File: config.mk
export PLATFORM = sky130hd
export DESIGN_NAME = ram_arbiter
export DESIGN_NICKNAME = d
export VERILOG_FILES = /design/src/rtl/sap1_pkg.sv /design/src/rtl/ram_arbiter_rr_arb2.sv /design/src/rtl/ram_arbiter.sv
export SDC_FILE = /design/constraint.sdc
export NUM_CORES = 1
export LEC_CHECK = 0
export CORE_MARGIN = 1.5
export CORE_UTILIZATION = 43
export DETAILED_ROUTE_END_ITERATION = 7
export PLACE_DENSITY = 0.8
export SYNTH_ARGS = -nofsm -noshare
export SYNTH_HDL_FRONTEND = slang
export SYNTH_SLANG_ARGS = --single-unit
File: constraint.sdc
create_clock -name clk -period 4.3 [get_ports clk]
set_input_delay 0.43 -clock clk [delete_from_list [all_inputs] [get_ports clk]]
set_output_delay 0.43 -clock clk [all_outputs]
set_load 0.05 [all_outputs]
File: src/rtl/sap1_pkg.sv
// Shared SAP-1 definitions for the program/data RAM arbiter: default widths,
// arbiter FSM states and requester identifiers.
package sap1_pkg;

   localparam int SAP1_ADDR_W = 4;
   localparam int SAP1_DATA_W = 8;

   typedef enum logic [1:0] {
      IDLE   = 2'd0,
      ACCESS = 2'd1,
      WAIT   = 2'd2,
      DONE   = 2'd3
   } arb_state_t;

   typedef enum logic {
      REQ_LD  = 1'b0,
      REQ_CPU = 1'b1
   } req_id_t;

endpackage

File: src/rtl/ram_arbiter_rr_arb2.sv
// Two-way round-robin pick between the program loader and the CPU.
// Purely combinational; the caller owns the last_grant register.
module rr_arb2
   import sap1_pkg::*;
(
   input  logic    ld_req_eff,
   input  logic    cpu_req_eff,
   input  req_id_t last_grant,
   output req_id_t winner,
   output logic    grant_valid
);

   always_comb begin
      winner = REQ_LD;
      if (ld_req_eff && cpu_req_eff) begin
         // on a tie the side that did not win last time goes next
         winner = (last_grant == REQ_LD) ? REQ_CPU : REQ_LD;
      end else if (cpu_req_eff) begin
         winner = REQ_CPU;
      end
   end

   assign grant_valid = ld_req_eff | cpu_req_eff;

endmodule

File: src/rtl/ram_arbiter.sv
// Shares the single-port SAP-1 RAM between the program loader and the CPU.
// Optional grant counters are enabled by defining RAM_ARB_STATS_EN.
//
// state  | meaning
// IDLE   | no transaction; arbitrate and latch the winner's payload
// ACCESS | RAM sees address/data, ram_we high for this single cycle
// WAIT   | ram_dout valid; captured into the owner's rdata at exit
// DONE   | owner's ack high for this single cycle
module ram_arbiter
   import sap1_pkg::*;
#(
   parameter int ADDR_W = SAP1_ADDR_W,
   parameter int DATA_W = SAP1_DATA_W,
   parameter int STAT_W = 8
)
(
   input  logic              clk,
   input  logic              rst,
   input  logic              prog_mode,
   input  logic              ld_req,
   input  logic              ld_we,
   input  logic [ADDR_W-1:0] ld_addr,
   input  logic [DATA_W-1:0] ld_wdata,
   output logic              ld_ack,
   output logic [DATA_W-1:0] ld_rdata,
   input  logic              cpu_req,
   input  logic              cpu_we,
   input  logic [ADDR_W-1:0] cpu_addr,
   input  logic [DATA_W-1:0] cpu_wdata,
   output logic              cpu_ack,
   output logic [DATA_W-1:0] cpu_rdata,
   output logic              ram_we,
   output logic [ADDR_W-1:0] ram_addr,
   output logic [DATA_W-1:0] ram_din,
   input  logic [DATA_W-1:0] ram_dout,
   output logic              busy
`ifdef RAM_ARB_STATS_EN
   ,output logic [STAT_W-1:0] ld_grants,
   output logic [STAT_W-1:0] cpu_grants
`endif
);

   arb_state_t        state_q, state_d;
   req_id_t           last_grant_q, owner_q, winner;
   logic              grant_valid, cpu_req_eff, grant_now;
   logic              ram_we_q, ld_ack_q, cpu_ack_q, busy_q;
   logic [ADDR_W-1:0] ram_addr_q;
   logic [DATA_W-1:0] ram_din_q, ld_rdata_q, cpu_rdata_q;

   assign cpu_req_eff = cpu_req & ~prog_mode;
   assign grant_now   = (state_q == IDLE) && grant_valid;

   rr_arb2 u_rr_arb2 (
      .ld_req_eff  (ld_req),
      .cpu_req_eff (cpu_req_eff),
      .last_grant  (last_grant_q),
      .winner      (winner),
      .grant_valid (grant_valid)
   );

   always_comb begin
      state_d = state_q;
      case (state_q)
         IDLE:    if (grant_valid) state_d = ACCESS;
         ACCESS:  state_d = WAIT;
         WAIT:    state_d = DONE;
         default: state_d = IDLE;
      endcase
   end

   always_ff @(posedge clk or negedge rst) begin
      if (!rst) begin
         state_q      <= IDLE;
         last_grant_q <= REQ_CPU;
         owner_q      <= REQ_LD;
         ram_we_q     <= 1'b0;
         ram_addr_q   <= '0;
         ram_din_q    <= '0;
         ld_ack_q     <= 1'b0;
         cpu_ack_q    <= 1'b0;
         ld_rdata_q   <= '0;
         cpu_rdata_q  <= '0;
         busy_q       <= 1'b0;
      end else begin
         state_q   <= state_d;
         busy_q    <= (state_d != IDLE);
         ram_we_q  <= 1'b0;
         ld_ack_q  <= 1'b0;
         cpu_ack_q <= 1'b0;
         if (grant_now) begin
            owner_q      <= winner;
            last_grant_q <= winner;
            if (winner == REQ_LD) begin
               ram_addr_q <= ld_addr;
               ram_din_q  <= ld_wdata;
               ram_we_q   <= ld_we;
            end else begin
               ram_addr_q <= cpu_addr;
               ram_din_q  <= cpu_wdata;
               ram_we_q   <= cpu_we;
            end
         end
         // rdata and ack are loaded together so rdata is valid for the whole ack cycle
         if (state_q == WAIT) begin
            if (owner_q == REQ_LD) begin
               ld_rdata_q <= ram_dout;
               ld_ack_q   <= 1'b1;
            end else begin
               cpu_rdata_q <= ram_dout;
               cpu_ack_q   <= 1'b1;
            end
         end
      end
   end

   assign ram_we    = ram_we_q;
   assign ram_addr  = ram_addr_q;
   assign ram_din   = ram_din_q;
   assign ld_ack    = ld_ack_q;
   assign cpu_ack   = cpu_ack_q;
   assign ld_rdata  = ld_rdata_q;
   assign cpu_rdata = cpu_rdata_q;
   assign busy      = busy_q;

`ifdef RAM_ARB_STATS_EN
   logic [STAT_W-1:0] ld_grants_q, cpu_grants_q;

   always_ff @(posedge clk or negedge rst) begin
      if (!rst) begin
         ld_grants_q  <= '0;
         cpu_grants_q <= '0;
      end else if (grant_now) begin
         if (winner == REQ_LD && !(&ld_grants_q))
            ld_grants_q <= ld_grants_q + 1'b1;
         if (winner == REQ_CPU && !(&cpu_grants_q))
            cpu_grants_q <= cpu_grants_q + 1'b1;
      end
   end

   assign ld_grants  = ld_grants_q;
   assign cpu_grants = cpu_grants_q;
`endif

endmodule

==> out/qor.yml, run 1 <==
logic_synthesis:
  syn-cell-area_um2: 1504
  yosysWarnings: 0
  async_reset_ff_frac: 1.000
  syn_inst: 112
  synth_seq_cells: 36
  ys_types: 23
  synth_edf_count: 0
  synthFlopType: "dfrtp_1"
  ys_seq_area_frac: 0.5998
  syn_area_per_cell_um2: 13.43
  syn_nets: 153
place:
  io_buffers: 70
  place_ws_ns: 2.182
  routabilityCongestion: 0.6694
  hpwl_um: 2380
clock_tree:
  insertion_delay_ns: 0.34
  cts-htree-levels: 2
  cts_resized: 0
  clock_path_buffers: 2
  cts_root_buf: "clkbuf_4"
  cts_sinks: 36
  holdBufCountCts: 0
  cts_inserted_buffers: 5
  cts_tree: "yes"
  path_clk_slew_ns: 0.11
  postCtsSetupRepairBufs: 0
route:
  drc: 0
  routedWlPerCell_um: 13.32
  wl_um: 3090
  drt_pass1_iterations: 4
  drtIter0Drc: 43
  avgViaCountPerCell: 4.703
  num_vias: 1091
  ant_nets: 0
sta:
  tightest_slew_ns: 0.9092
  period_share: 0.4624
  hold_violations: 0
  maxSlewViolCount: 0
  setup_viol_count_final: 0
  fmax_mhz: 502.9
  whs_ns: 0.1547
  maxSlewHeadroom: 0.3938
  final.setup_skew_ns: 0.01076
  rsz0062_at_grt: "no"
  worst_slack_ns: 2.311
  period_minus_slack_ns: 1.989
  fin_setup_tns_ns: 0
setup_path:
  critPathBufInv: 1
  crit_path_top_delay_cell: "clkdlybuf4s50_1"
  worstReg2RegStart: "state_q[0]$_DFF_PN0_"
  crit_path_end_kind: "output pin"
  path_delay_family: "buffers and inverters"
  critPathMaxFanout: 2
  path_cells: "clkdlybuf4s50_1"
  cp-start-kind: "flip-flop"
  worstPathArrival_ns: 1.56
  regToRegSetupSlack_ns: 2.51
  ff2ff_path_depth: 4
  r2r-end: "ld_rdata[7]$_DFFE_PN0P_"
  crit_type: "flip-flop to output pin"
  cp.required_ns: 3.87
  slowest_delay_ns: 0.84
global_routing:
  grt.overflow.total: 0
  grt_start_max_net_pins: 37
  track_usage: 0.1759
  antenna_found_initial: 0
  grt_pass1_vias: 1180
  grt_pass1_wl_um: 5299
pwr:
  power_density_nw_per_um2: 855.2
  power.leakage_nw: 1.030
  ir_worst_vdd_mv: 0.4662
run_status:
  status: "completed"
cells_and_area:
  layout_commonest_cell: "clkdlybuf4s50_1"
  nNetsFinal: 226
  diodes: 0
  syn_to_final_growth_pct: 52.58
  drive_gt1_frac: 0.1774
  final_cell_mix: "clkdlybuf4s50_1 (69), dfrtp_1 (35), nand2_1 (15), mux2_2 (15), mux2i_1 (12)"
floorplan:
  die-area_um2: 3861
  core_area_um2: 3337
  fp-row-count: 21
  fp.dieH_um: 62.14
  fp.dieW_um: 62.14
  start_util: 0.4507
  ios: 71
job:
  maxCapViolCount: 0
min_path:
  min_path_type: "input pin to asynchronous set/reset pin"
layer usage:
metal | track usage | vias up | share of wire
met5 | 0 | - | 0
met4 | 0.05000 | 0 | 0.011
met3 | 0.07790 | 4 | 0.099
met2 | 0.3003 | 58 | 0.49
met1 | 0.2005 | 497 | 0.40
li1 | - | 532 | -
stage by stage:
step	std cells	instance area, um2	util	total power [W]
after floorplan	112	1504	-	0.001367
after detailed placement	224	2215	0.6637	0.001745
after CTS	232	2295	0.6877	0.001983
final	232	2295	0.6877	0.001962
after global placement	224	2215	0.6637	0.001716
after global routing	232	2295	0.6877	0.002063
worst max path at each step:
stage                            start                       to  slack (ns)  cells after the start
2_1_floorplan     state_q[0]$_DFF_PN0_  ld_rdata[0]$_DFFE_PN0P_        2.94                      5
3_3_place_gp                 prog_mode   ram_din[0]$_DFFE_PN0P_        2.25                      4
3_5_place_dp                 prog_mode   ram_din[2]$_DFFE_PN0P_        2.18                      4
4_1_cts        ram_addr[3]$_DFFE_PN0P_              ram_addr[3]        2.29                      1
5_1_grt        ram_addr[3]$_DFFE_PN0P_              ram_addr[3]        2.25                      1
6_report       ram_addr[3]$_DFFE_PN0P_              ram_addr[3]        2.31                      1
cell families (layout without fill, tap and decap cells):
kind of cell,count (synthesis),in the layout,synth area share
multiplexers,28,28,0.1997
buffers and inverters,7,81,0.03577
AO/OA/AOI/OAI,18,18,0.07654
flip-flops,36,36,0.5998
AND/OR/NAND/NOR,21,21,0.07155
adder cells (fa/ha/maj),2,2,0.01664
final cells by class:
cell class                 count  area (um2)
tap                           46       57.56
fill                         275        1042
clock buffer                   5       37.54
inverter                       3       11.26
timing repair buffer          70       695.7
multi-input combinational     69       548.0
sequential                    36       902.1
clock inverter                 3       42.54
cell usage after synthesis, types with 2 or more instances:
cell | instances | share of area
mux2_2 | 15 | 0.11
dfrtp_1 | 35 | 0.58
nand2_1 | 15 | 0.037
buf_6 | 2 | 0.015
o21ai_1 | 10 | 0.033
a22o_2 | 2 | 0.013
mux2i_1 | 12 | 0.080
inv_1 | 3 | 0.0075
o21ai_0 | 3 | 0.010
ha_1 | 2 | 0.017
where the power goes:
part | leakage [nW] | internal, W | switching, W
Clock | 0.0412 | 0.000121 | 0.000111
Combinational | 0.556 | 0.000416 | 0.000721
Sequential | 0.433 | 0.000504 | 0.0000886
state kept, by name (all words and copies together), names as in the netlist:
name          count
state_q           2
owner_q           1
last_grant_q      1
busy              1
ld_ack            1
cpu_ack           1
cpu_rdata         8
ram_we            1
ld_rdata          8
ram_din           8
ram_addr          4
Note: power is estimated with default switching activity, not from simulation.
==> run 2, diff against run 1 <==
- CORE_UTILIZATION: 43 -> 40
- PLACE_DENSITY: 0.8 -> 0.75
- clock period: 4.3 -> 1.9 ns (I/O delays scaled with it)
==> out/qor.yml, run 2 (same netlist as run 1, synthesis figures left out) <==
setup_path:
  critPathBufInv: 1  # unchanged
  regToRegSetupSlack_ns: 0.43  # -2.08 ns
  ff2ff_path_depth: 4  # unchanged
  worstPathArrival_ns: 1.46  # -0.10 ns
  crit_path_end_kind: "output pin"
  cp.required_ns: 1.71  # -2.16 ns
  path_cells: "clkdlybuf4s50_1"
  slowest_delay_ns: 0.83  # about the same
  critPathMaxFanout: 2  # unchanged
  crit_type: "flip-flop to output pin"
  critPathCapture: "ram_din[3]"
  path_delay_family: "buffers and inverters"
  path_depth: 1  # unchanged
  r2r-end: "cpu_rdata[0]$_DFFE_PN0P_"
  crit_path_top_delay_cell: "clkdlybuf4s50_1"
  critPathLaunch: "ram_din[3]$_DFFE_PN0P_"
  cp-start-kind: "flip-flop"
  worstReg2RegStart: "state_q[0]$_DFF_PN0_"
global_routing:
  grt_util_met1: 0.1897  # -0.01077
  grt_start_max_net_pins: 37  # unchanged
  grt_pass1_vias: 1163  # -1.4%
  met2_usage: 0.2878  # -0.01251
  antenna_found_initial: 0  # unchanged
  use_met3: 0.04577  # -0.03212
  grt_pass1_wl_um: 5126  # -3.3%
  grt.overflow.total: 0  # unchanged
  top_usage_layer: "met2"
  track_usage: 0.1621  # -0.01378
route:
  wl_um: 3157  # +2.2%
  drtIter0Drc: 35  # -19%
  routedWlPerCell_um: 13.43  # +0.86%
  drc: 0  # unchanged
  num_vias: 1104  # +1.2%
  drt_pass1_iterations: 4  # unchanged
  ant_nets: 0  # unchanged
  avgViaCountPerCell: 4.698  # -0.10%
clock_tree:
  cts_inserted_buffers: 5  # unchanged
  cts_tree: "yes"
  cts_resized: 0  # unchanged
  cts_root_buf: "clkbuf_8"
  holdBufCountCts: 0  # unchanged
  cts_sinks: 36  # unchanged
  insertion_delay_ns: 0.27  # -0.07 ns
  postCtsSetupRepairBufs: 0  # unchanged
  clock_path_buffers: 2  # unchanged
  path_clk_slew_ns: 0.07  # -0.04 ns
  cts-htree-levels: 2  # unchanged
cells_and_area:
  syn_to_final_growth_pct: 54.83
  nNetsFinal: 228  # +0.88%
  final_cell_mix: "clkdlybuf4s50_1 (69), dfrtp_1 (35), nand2_1 (15), mux2_2 (15), mux2i_1 (12)"
  layout_commonest_cell: "clkdlybuf4s50_1"
  drive_gt1_frac: 0.1818  # +0.004399
  diodes: 0  # unchanged
  final_util: 0.6408  # -0.04682
  final_area_um2: 2328  # +1.5%
sta:
  fin_setup_tns_ns: 0  # unchanged
  tightest_slew_ns: 0.7622  # -0.1470 ns
  maxSlewHeadroom: 0.4919  # +0.09808
  maxSlewViolCount: 0  # unchanged
  final.setup_skew_ns: 0.004408  # -0.006355 ns
  hold_violations: 35  # +35
  fmax_mhz: 606.7
  setup_viol_count_final: 0  # unchanged
  period_minus_slack_ns: 1.648
  period_share: 0.8675
  whs_ns: -0.01312  # -0.1678 ns
  rsz0062_at_grt: "no"
floorplan:
  ios: 71  # unchanged
  die-area_um2: 4136  # +7.1%
  start_util: 0.4139  # -0.03678
  fp-row-count: 22  # +4.8%
  fp.dieH_um: 64.32  # +3.5%
  fp.dieW_um: 64.32  # +3.5%
  core_area_um2: 3633  # +8.9%
run_status:
  violations: "negative hold slack"
  status: "finished with violations"
pwr:
  p_sw_w: 0.002069  # +120%
  internal_power_w: 0.002434  # +130%
  swShare: 0.4595  # -0.009815
  p_clk_frac: 0.124  # +0.005
  power_density_nw_per_um2: 1934  # +130%
  finalPower_w: 0.004503  # +130%
  power_frac_comb: 0.578  # about the same
  sequentialPowerShare: 0.298  # -0.004
  power.leakage_nw: 1.049  # +1.8%
  ir_worst_vdd_mv: 0.8286  # +78%
job:
  maxCapViolCount: 0  # unchanged
min_path:
  min_path_type: "input pin to asynchronous set/reset pin"
place:
  dpl-instance-area_um2: 2232  # +0.79%
  io_buffers: 70  # unchanged
  routabilityCongestion: 0.8052  # +20%
  hpwl_um: 2420  # +1.7%
[run 2: cell types whose count changed in the layout (fill, tap and decap cells not counted)]
cell	before	now
clkbuf_8	0	7
buf_4	0	2
clkbuf_4	5	0
clkinvlp_4	1	0
bufinv_16	1	0
clkinv_2	1	0
[run 2: through the flow]
step / cells / setup slack, ns
6_report: 235 / 0.2518
5_1_grt: 235 / 0.2126
4_1_cts: 235 / 0.2399
3_5_place_dp: 228 / 0.3835
3_3_place_gp: 228 / 0.4483
2_1_floorplan: 112 / 0.5418
[run 2: cell type report]
type / count / area [um2]
fillers: 303 / 1305
well taps: 48 / 60.06
clock buffers: 7 / 96.34
inverters: 3 / 11.26
repair buffers: 72 / 710.7
multi-input cells: 69 / 548.0
flip-flops and latches: 36 / 902.1
[run 2: per-layer routing]
layer  vias to the layer above  wire, um
met5                         -         0
met4                         0        13
met3                         2       211
met2                        49      1637
met1                       517      1295
li1                        536         -
[run 2: worst min path at each step]
stage | from | end | depth (start not counted)
global route | rst | ram_din[0]$_DFFE_PN0P_ | 1
CTS | rst | ram_we$_DFF_PN0_ | 1
finish | rst | cpu_rdata[1]$_DFFE_PN0P_ | 1
floorplan | rst | busy$_DFF_PN0_ | 0
detailed placement | rst | cpu_rdata[4]$_DFFE_PN0P_ | 1
global placement | rst | cpu_rdata[4]$_DFFE_PN0P_ | 1
[run 2: power groups by stage]
| stage | clock (W) | combinational [W] | sequential (W) |
|---|---|---|---|
| after floorplan | 0 | 0.000628 | 0.00247 |
| after detailed placement | 0 | 0.00262 | 0.00135 |
| final | 0.000558 | 0.00260 | 0.00134 |
| after global routing | 0.000615 | 0.00273 | 0.00138 |
| after global placement | 0 | 0.00259 | 0.00133 |
| after CTS | 0.000579 | 0.00263 | 0.00134 |
